`src/rtl/core_control_ldm_seq.sv`:
```
// Load/store-multiple sequencer: walks a register bitmap lowest-first and
// issues one word access per set bit over the core memory handshake.
// Optional macro CORE_LDM_PIPELINE_EN: when defined, back-to-back accesses skip
// the ISSUE bubble by re-issuing in the same cycle as a clean mem_ready.
module core_control_ldm_seq #(
   parameter int unsigned NUM_REGS = 16,
   parameter int unsigned ADDR_W   = 30,
   localparam int unsigned RW      = $clog2(NUM_REGS)
) (
   input  logic                clk,
   input  logic                rst_n,
   input  logic                start,
   input  logic [NUM_REGS-1:0] list,
   input  logic [ADDR_W-1:0]   base,
   input  logic                increment,
   input  logic                pre_index,
   input  logic                load,
   input  logic                user,
   input  logic                mem_ready,
   input  logic                mem_fault,
   input  logic [31:0]         mem_data_rd,
   input  logic [31:0]         rd_value,
   output logic                busy,
   output logic                done,
   output logic                fault,
   output logic [RW-1:0]       reg_sel,
   output logic [ADDR_W-1:0]   mem_addr,
   output logic                mem_start,
   output logic                mem_write,
   output logic                mem_user,
   output logic [31:0]         mem_data_wr,
   output logic                wb_en,
   output logic [RW-1:0]       wb_reg,
   output logic [31:0]         wb_value,
   output logic [ADDR_W-1:0]   base_wb
);

   localparam int unsigned CW = $clog2(NUM_REGS + 1);

   typedef enum logic [1:0] {IDLE, ISSUE, WAIT, DONE} state_t;

   state_t              state, state_nxt;
   logic [NUM_REGS-1:0] list_q;
   logic [ADDR_W-1:0]   addr_q;
   logic [ADDR_W-1:0]   base_wb_q;
   logic                fault_q;
   logic                write_q;
   logic                user_q;

   logic [CW-1:0]       cnt;
   logic [ADDR_W-1:0]   cnt_a;
   logic [ADDR_W-1:0]   start_addr;
   logic [RW-1:0]       cur_sel;
   logic [NUM_REGS-1:0] list_rest;
   logic                last;
   logic                ready_ok;
   logic                pipe_go;

   // Index of the lowest set bit (0 when the vector is empty).
   function automatic logic [RW-1:0] lowest(input logic [NUM_REGS-1:0] v);
      lowest = '0;
      for (int i = int'(NUM_REGS) - 1; i >= 0; i--) begin
         if (v[i]) lowest = RW'(i);
      end
   endfunction

   // Number of registers in the requested list.
   always_comb begin
      cnt = '0;
      for (int i = 0; i < int'(NUM_REGS); i++) begin
         cnt = cnt + CW'(list[i]);
      end
   end

   assign cnt_a = ADDR_W'(cnt);

   // Lowest register always maps to the lowest address of the block.
   always_comb begin
      case ({increment, pre_index})
         2'b10:   start_addr = base;
         2'b11:   start_addr = base + ADDR_W'(1);
         2'b00:   start_addr = base - cnt_a + ADDR_W'(1);
         default: start_addr = base - cnt_a;
      endcase
   end

   assign cur_sel   = lowest(list_q);
   assign list_rest = list_q & ~(NUM_REGS'(1) << cur_sel);
   assign last      = (list_rest == '0);
   assign ready_ok  = (state == WAIT) && mem_ready && !mem_fault;

`ifdef CORE_LDM_PIPELINE_EN
   assign pipe_go = ready_ok && !last;
`else
   assign pipe_go = 1'b0;
`endif

   // State register.
   always_ff @(posedge clk) begin
      if (!rst_n) state <= IDLE;
      else        state <= state_nxt;
   end

   // Next-state logic.
   always_comb begin
      state_nxt = state;
      case (state)
         IDLE:  if (start) state_nxt = (cnt == '0) ? DONE : ISSUE;
         ISSUE: state_nxt = WAIT;
         WAIT:  if (mem_ready) begin
                   if (mem_fault || last) state_nxt = DONE;
                   else if (pipe_go)      state_nxt = WAIT;
                   else                   state_nxt = ISSUE;
                end
         DONE:  state_nxt = IDLE;
         default: state_nxt = IDLE;
      endcase
   end

   // Request latch, remaining-list walk and address advance.
   always_ff @(posedge clk) begin
      if (!rst_n) begin
         list_q    <= '0;
         addr_q    <= '0;
         base_wb_q <= '0;
         fault_q   <= 1'b0;
         write_q   <= 1'b0;
         user_q    <= 1'b0;
      end else begin
         case (state)
            IDLE: if (start) begin
               list_q    <= list;
               addr_q    <= start_addr;
               base_wb_q <= increment ? (base + cnt_a) : (base - cnt_a);
               fault_q   <= 1'b0;
               write_q   <= !load;
               user_q    <= user;
            end
            WAIT: if (mem_ready) begin
               if (mem_fault) begin
                  list_q  <= '0;
                  fault_q <= 1'b1;
               end else begin
                  list_q <= list_rest;
                  addr_q <= addr_q + ADDR_W'(1);
               end
            end
            default: ;
         endcase
      end
   end

   // Outputs decoded from state and latched request.
   assign busy        = (state == ISSUE) || (state == WAIT);
   assign done        = (state == DONE);
   assign fault       = done && fault_q;
   assign reg_sel     = pipe_go ? lowest(list_rest) : cur_sel;
   assign mem_addr    = pipe_go ? (addr_q + ADDR_W'(1)) : addr_q;
   assign mem_start   = (state == ISSUE) || pipe_go;
   assign mem_write   = busy && write_q;
   assign mem_user    = busy && user_q;
   assign mem_data_wr = (busy && write_q) ? rd_value : 32'h0;
   assign wb_en       = ready_ok && !write_q;
   assign wb_reg      = wb_en ? cur_sel : '0;
   assign wb_value    = wb_en ? mem_data_rd : 32'h0;
   assign base_wb     = base_wb_q;

endmodule
```
`config.mk`:
```
export PLATFORM = sky130hd
export DESIGN_NAME = core_control_ldm_seq
export DESIGN_NICKNAME = d
export VERILOG_FILES = /design/src/rtl/core_control_ldm_seq.sv
export SDC_FILE = /design/constraint.sdc
export NUM_CORES = 1
export LEC_CHECK = 0
export ABC_AREA = 1
export BUFFER_PORTS_ARGS = -buffer_cell sky130_fd_sc_hd__clkbuf_2
export CAP_MARGIN = 20
export CORE_AREA = 10 10 147 149
export DETAILED_ROUTE_END_ITERATION = 10
export DIE_AREA = 0 0 157 159
export PLACE_DENSITY_LB_ADDON = 0.2
export SLEW_MARGIN = 20
export SYNTH_ARGS = -nofsm -noshare
export SYNTH_HDL_FRONTEND = slang
export SYNTH_SLANG_ARGS = --single-unit
export TNS_END_PERCENT = 1
```
`constraint.sdc`:
```
create_clock -name clk -period 7.9 [get_ports clk]
set_input_delay 0.79 -clock clk [delete_from_list [all_inputs] [get_ports clk]]
set_output_delay 0.79 -clock clk [all_outputs]
set_load 0.02 [all_outputs]
```
== Word-level counts from Yosys, hierarchy flattened ==
Index checks and enable logic that the tools add are counted.
W data, S select, Z words.
Cells by class
  equal/unequal tests: 9
  reductions and logical operators: 21
  bitwise logic cells: 2
  muxes and demuxes: 38
  add/sub/neg operators: 20
  shifts and indexed selects: 1
Operator list (count)
  $mux W30: 4
  $add A30 B1 Y30 const B: 3
  $pmux W30 S3: 1
  $mux W4: 17
  $mux W32: 2
  $pmux W30 S2: 1
  $add A5 B1 Y5: 11
  $mux W16: 3
  $pmux W16 S2: 1
  $add A30 B5 Y30: 1
  $sub A30 B5 Y30: 1
  $and A16 B16 Y16: 1
  $logic_not A16 Y1: 1
  $not A16 Y16: 1
  $shl A1 B4 Y16 const A: 1
  $eq A2 B2 Y1 const B: 4
  $mux W2: 4
  $ne A2 B2 Y1 const B: 4
  $pmux W2 S4: 1
  $reduce_and A4 Y1: 2
  $logic_and A1 B1 Y1: 6
  $add A4 B1 Y5: 1
  $logic_not A5 Y1: 1
  $add A3 B1 Y4: 1
  other kinds (11): 18
Word-level totals
  output and inout bits: 139
  logic and storage cells: 98
  register bits: 81
  input bits: 119

== Longest topological paths before layout ==
  depth in word-level cells: 24
  gate-level depth with buffers: 38
  mapped depth without buffers: 38

== Least setup slack after synthesis ==
Ideal clock, no wire load.
  path kind: input-to-reg
  start point: input port list[5]
  end point: register addr_q[15] (netlist: mem_addr[15])
  data arrival time: 5.873 ns
  library setup time: 0.119 ns
  path slack: 1.908 ns
  cell stages on the path: 29
  path buffers: 1
  path through: inv_1 > fa_1 > inv_1 > fa_1 > fa_1 > inv_1 > fa_1 > inv_1 > ha_1 > inv_1 > fa_1 > xnor2_1 > ha_1 > buf_4 > xnor2_1 > nand2_1 > o21ai_2 > nand2_1 > nor2_2 > nand2_1 > nor2_2 > nand2_1 > nor2_2 > nand4_1 > or2_1 > o211ai_1 > nand2_1 > nand2_1 > a21oi_1
Between the ends
  longest elaborated chain between the ends: 16
RTL lines
  start: declaration: RTL line 13  | input logic [NUM_REGS-1:0] list,
  $add A5 B1 Y5 (*) (11 in a row): RTL line 71  | cnt = cnt + CW'(list[i]);
  $sub A30 B5 Y30 (*): RTL line 82, 83
  $add A30 B1 Y30: RTL line 82  | 2'b00: start_addr = base - cnt_a + ADDR_W'(1);
  $pmux W30 S3 (*): RTL line 79  | case ({increment, pre_index})
  $mux W30 (*): RTL line 131  | IDLE: if (start) begin
  $pmux W30 S2 (*): RTL line 130  | case (state)
  end signal: assignment: RTL line 133  | addr_q <= start_addr;
  end signal: assignment: RTL line 145  | addr_q <= addr_q + ADDR_W'(1);
  end: declaration: RTL line 44  | logic [ADDR_W-1:0] addr_q;
Mark *: on every way between the ends. The rest lies on a longest branch, timed or not. The select of a mux whose other input is x is not followed.
A chain may end at the register's enable or synchronous reset.

== Final worst setup path ==
  start point: input port list[11]
  end point: register addr_q[18] (netlist: mem_addr[18])
Between the ends
  longest elaborated chain between the ends: 10
RTL lines (RTL line)
  $add A5 B1 Y5 (*) (5 in a row): 71
  $sub A30 B5 Y30 (*): 82, 83
  $add A30 B1 Y30: 82
  $pmux W30 S3 (*): 79
  $mux W30 (*): 131
  $pmux W30 S2 (*): 130
Marks and branches as above.

==> metrics.md <==
| Metric | Value |
|---|---|
| Vias in the first global route | 10.7k |
| Die height | 159 um |
| Setup TNS | 0 ns |
| Worst Reg-to-Reg Cells | 14 |
| Die area | 25,000 um^2 |
| CP Data Arrival Time | 7.21 ns |
| Slowest cell delay on critical path | 0.54 ns |
| Pre-Repair DR Iteration Count | 6 |
| Initial antenna violation count | 0 |
| CP Class | primary input to register |
| Core Box Area | 18,600 um^2 |
| Top_reg_cell synth | dfxtp_1 |
| FMAX | 0.144 GHz |
| Grt ovf | 0 |
| Yosys top cell by area | dfxtp_1 |
| Num CTS Buffers | 9 |
| Initial core utilization | 0.492 |
| Kind of end point of the critical path | register |
| Min-Delay Path Class | register to register |
| Async set-reset flop share out of synthesis | 0 |
| HPWL Detailed | 29.7 mm |
| Area of the multi-input gates | 6160 um^2 |
| Syn. warnings | 0 |
| Port Buffers | 257 |
| Design Power | 3.17 mW |
| CP max stage cell | fa_1 |
| Worst-Margin Slew | 1.05 ns |
| Total clock sinks | 81 |
| Reg clk slew, reported paths | 0.07 ns |
| Placer congestion estimate | 1.00 |
| Flops & latches, synth | 81 |
| First-pass GRT wire length | 59.1 mm |
| Peak VDD IR | 0.000167 V |
| Post-layout min period | 6.93 ns |
| Antenna Nets Post-Route | 0 |
| Leak | 5.71 nW |
| PwrDens | 291 nW/um^2 |
| Area growth from synthesis to layout | 19.1% |
| FF+latch area | 1620 um^2 |
| CTS-repair resized insts | 0 |
| Die W | 157 um |
| Final net count | 1,960 |
| Ant. Diodes | 0 |
| Fillcell total | 1,937 |
| H-tree Lvls | 3 |
| Clk_lat worst skew | 0.36 ns |
| Initial DRC count | 1,157 |
| Netlist cell types | 51 |
| Share of layout cells above drive strength 1 | 0.201 |
| Worst clock skew | 0.0132 ns |
| CTS tree | yes |
| Critical Path Start Type | primary input |
| Synth top cells by count | 330 x nand2_1, 271 x inv_1, 195 x nor2_1, 112 x a21oi_1, 103 x nand3_1 |
| CTS Root Buffer Type | clkbuf_16 |
| GR Util met1 | 0.358 |
| Busiest grt layer | met2 |
| Final hold violations | 0 |
| Hold path cells | 2 |
| Cell count after synthesis | 1,591 |
| Post-Syn Area per Cell | 5.74 um^2 |
| Top post-synthesis cells by area | dfxtp_1 18%, nand2_1 14%, inv_1 11% |
| Critical path fanouts, max | 5 |
| Max Buffers Root-to-Sink | 2 |
| Status | finished clean |
| RSZ-0062 raised after global routing | no |
| Most common cell in the netlist | nand2_1 |
| DRC | 0 |
| Mapped cell area | 9140 um^2 |
| Worst EP required | 8.18 ns |
| Number of setup buffers added after CTS | 0 |
| Fin. max-slew vios | 0 |
| FP Rows | 50 |
| Final WL | 38.0 mm |
| Syn_nets | 1,748 |
| WL per Instance | 18.6 um |
| Setup violators final | 0 |
| Final worst-path cycle share | 0.877 |
| IO Pins | 258 |
| Max cap viols | 0 |
| Post-synthesis sequential area ratio | 0.177 |
| Post-synth EDFFs | 0 |
| Routed vias/inst | 5.57 |
| Overall Global Routing Usage | 0.294 |
| GR Layer Usage met3 | 0.0496 |
| Met2 Usage GRT | 0.476 |
| Pin count of the biggest net entering global routing | 58 |
| Via count | 11.4k |
| Slew margin rel. | 0.301 |
| Synth top area share | 0.177 |
| Hold-fix buffers, CTS | 0 |
-- stage by stage --
| stage | hold WS, ns | cells | setup WS, ns | util | instance area (um^2) |
|---|---|---|---|---|---|
| final | 0.472 | 2042 | 0.971 | 0.586 | 10900 |
| after global placement | 0.456 | 2026 | 0.950 | 0.567 | 10500 |
| after detailed placement | 0.464 | 2026 | 0.817 | 0.567 | 10500 |
| after CTS | 0.475 | 2042 | 1.14 | 0.586 | 10900 |
| after floorplan | 0.450 | 1591 | 1.91 | - | 9140 |
| after global routing | 0.494 | 2042 | 0.577 | 0.586 | 10900 |
-- cell type report --
class | count | share of cell area
tap | 234 | 0.0269
sequential | 81 | 0.149
clock inverter | 5 | 0.00942
multi-input combinational | 1154 | 0.566
inverter | 286 | 0.0988
timing repair buffer | 271 | 0.128
clock buffer | 11 | 0.0223
-- cell families after synthesis --
logic type / count (synthesis) / synth area share
AND/OR/NAND/NOR: 749 / 0.360
buffers and inverters: 356 / 0.149
AO/OA/AOI/OAI: 332 / 0.216
flip-flops: 81 / 0.177
adder cells (fa/ha/maj): 38 / 0.0619
XOR/XNOR: 35 / 0.0352
-- metal layers --
layer,share of wire,vias to the layer above,wire length (um)
met5,0,-,0
met4,0.058,0,2190
met3,0.078,123,2970
met2,0.46,521,17600
met1,0.40,5149,15200
li1,-,5583,-
-- registers in the layout (all words and copies together), names as in the netlist --
name / cells
write_q: 1
state: 2
list_q: 16
base_wb: 30
mem_addr: 30
fault_q: 1
user_q: 1
-- worst paths after layout --
path | from | end | slack [ns]
worst max-delay path | list[11] | mem_addr[18] | 0.97
worst min-delay path | base_wb[20] | base_wb[20] | 0.47
worst max register to register | state[0] | mem_addr[12] | 3.62
worst min register to register | base_wb[20] | base_wb[20] | 0.47
-- placed cells by master, fill, tap and decap left out, drive strengths merged --
cell type  synthesis  layout
o21bai             4       4
o21ai            123     123
nand4             33      33
dfxtp             81      81
fa                12      12
o211ai            39      39
o21a               3       3
nor2             218     218
a221oi            12      12
o221ai             6       6
bufinv             0       3
buf               14      14
clkinv             7       8
a31oi             19      19
a21oi            115     115
clkbuf            56     268
o2111ai            1       1
xnor2              5       5
ha                26      26
nor4               8       8
nor3              34      34
clkinvlp           0       1
nand2            340     340
xor2              30      30
nand3            104     104
a21boi             1       1
a221o              1       1
a31o               2       2
or2                9       9
and2               3       3
a211oi             1       1
o221a              5       5
inv              279     279
-- report_power, final --
part / internal, mW / switching (mW) / leakage (nW) / total [mW]
sequential: 0.548 / 0.136 / 0.670 / 0.683
clock: 0.317 / 0.182 / 0.166 / 0.500
combinational: 0.627 / 1.36 / 4.88 / 1.99
-- critical path: cells and delay by family --
kind,cells,cell delay [ns]
adder cells (fa/ha/maj),7,2.73
AO/OA/AOI/OAI,4,0.88
AND/OR/NAND/NOR,14,1.90
buffers and inverters,8,0.58
XOR/XNOR,1,0.30
No activity file was read; power rests on OpenSTA's default activity.
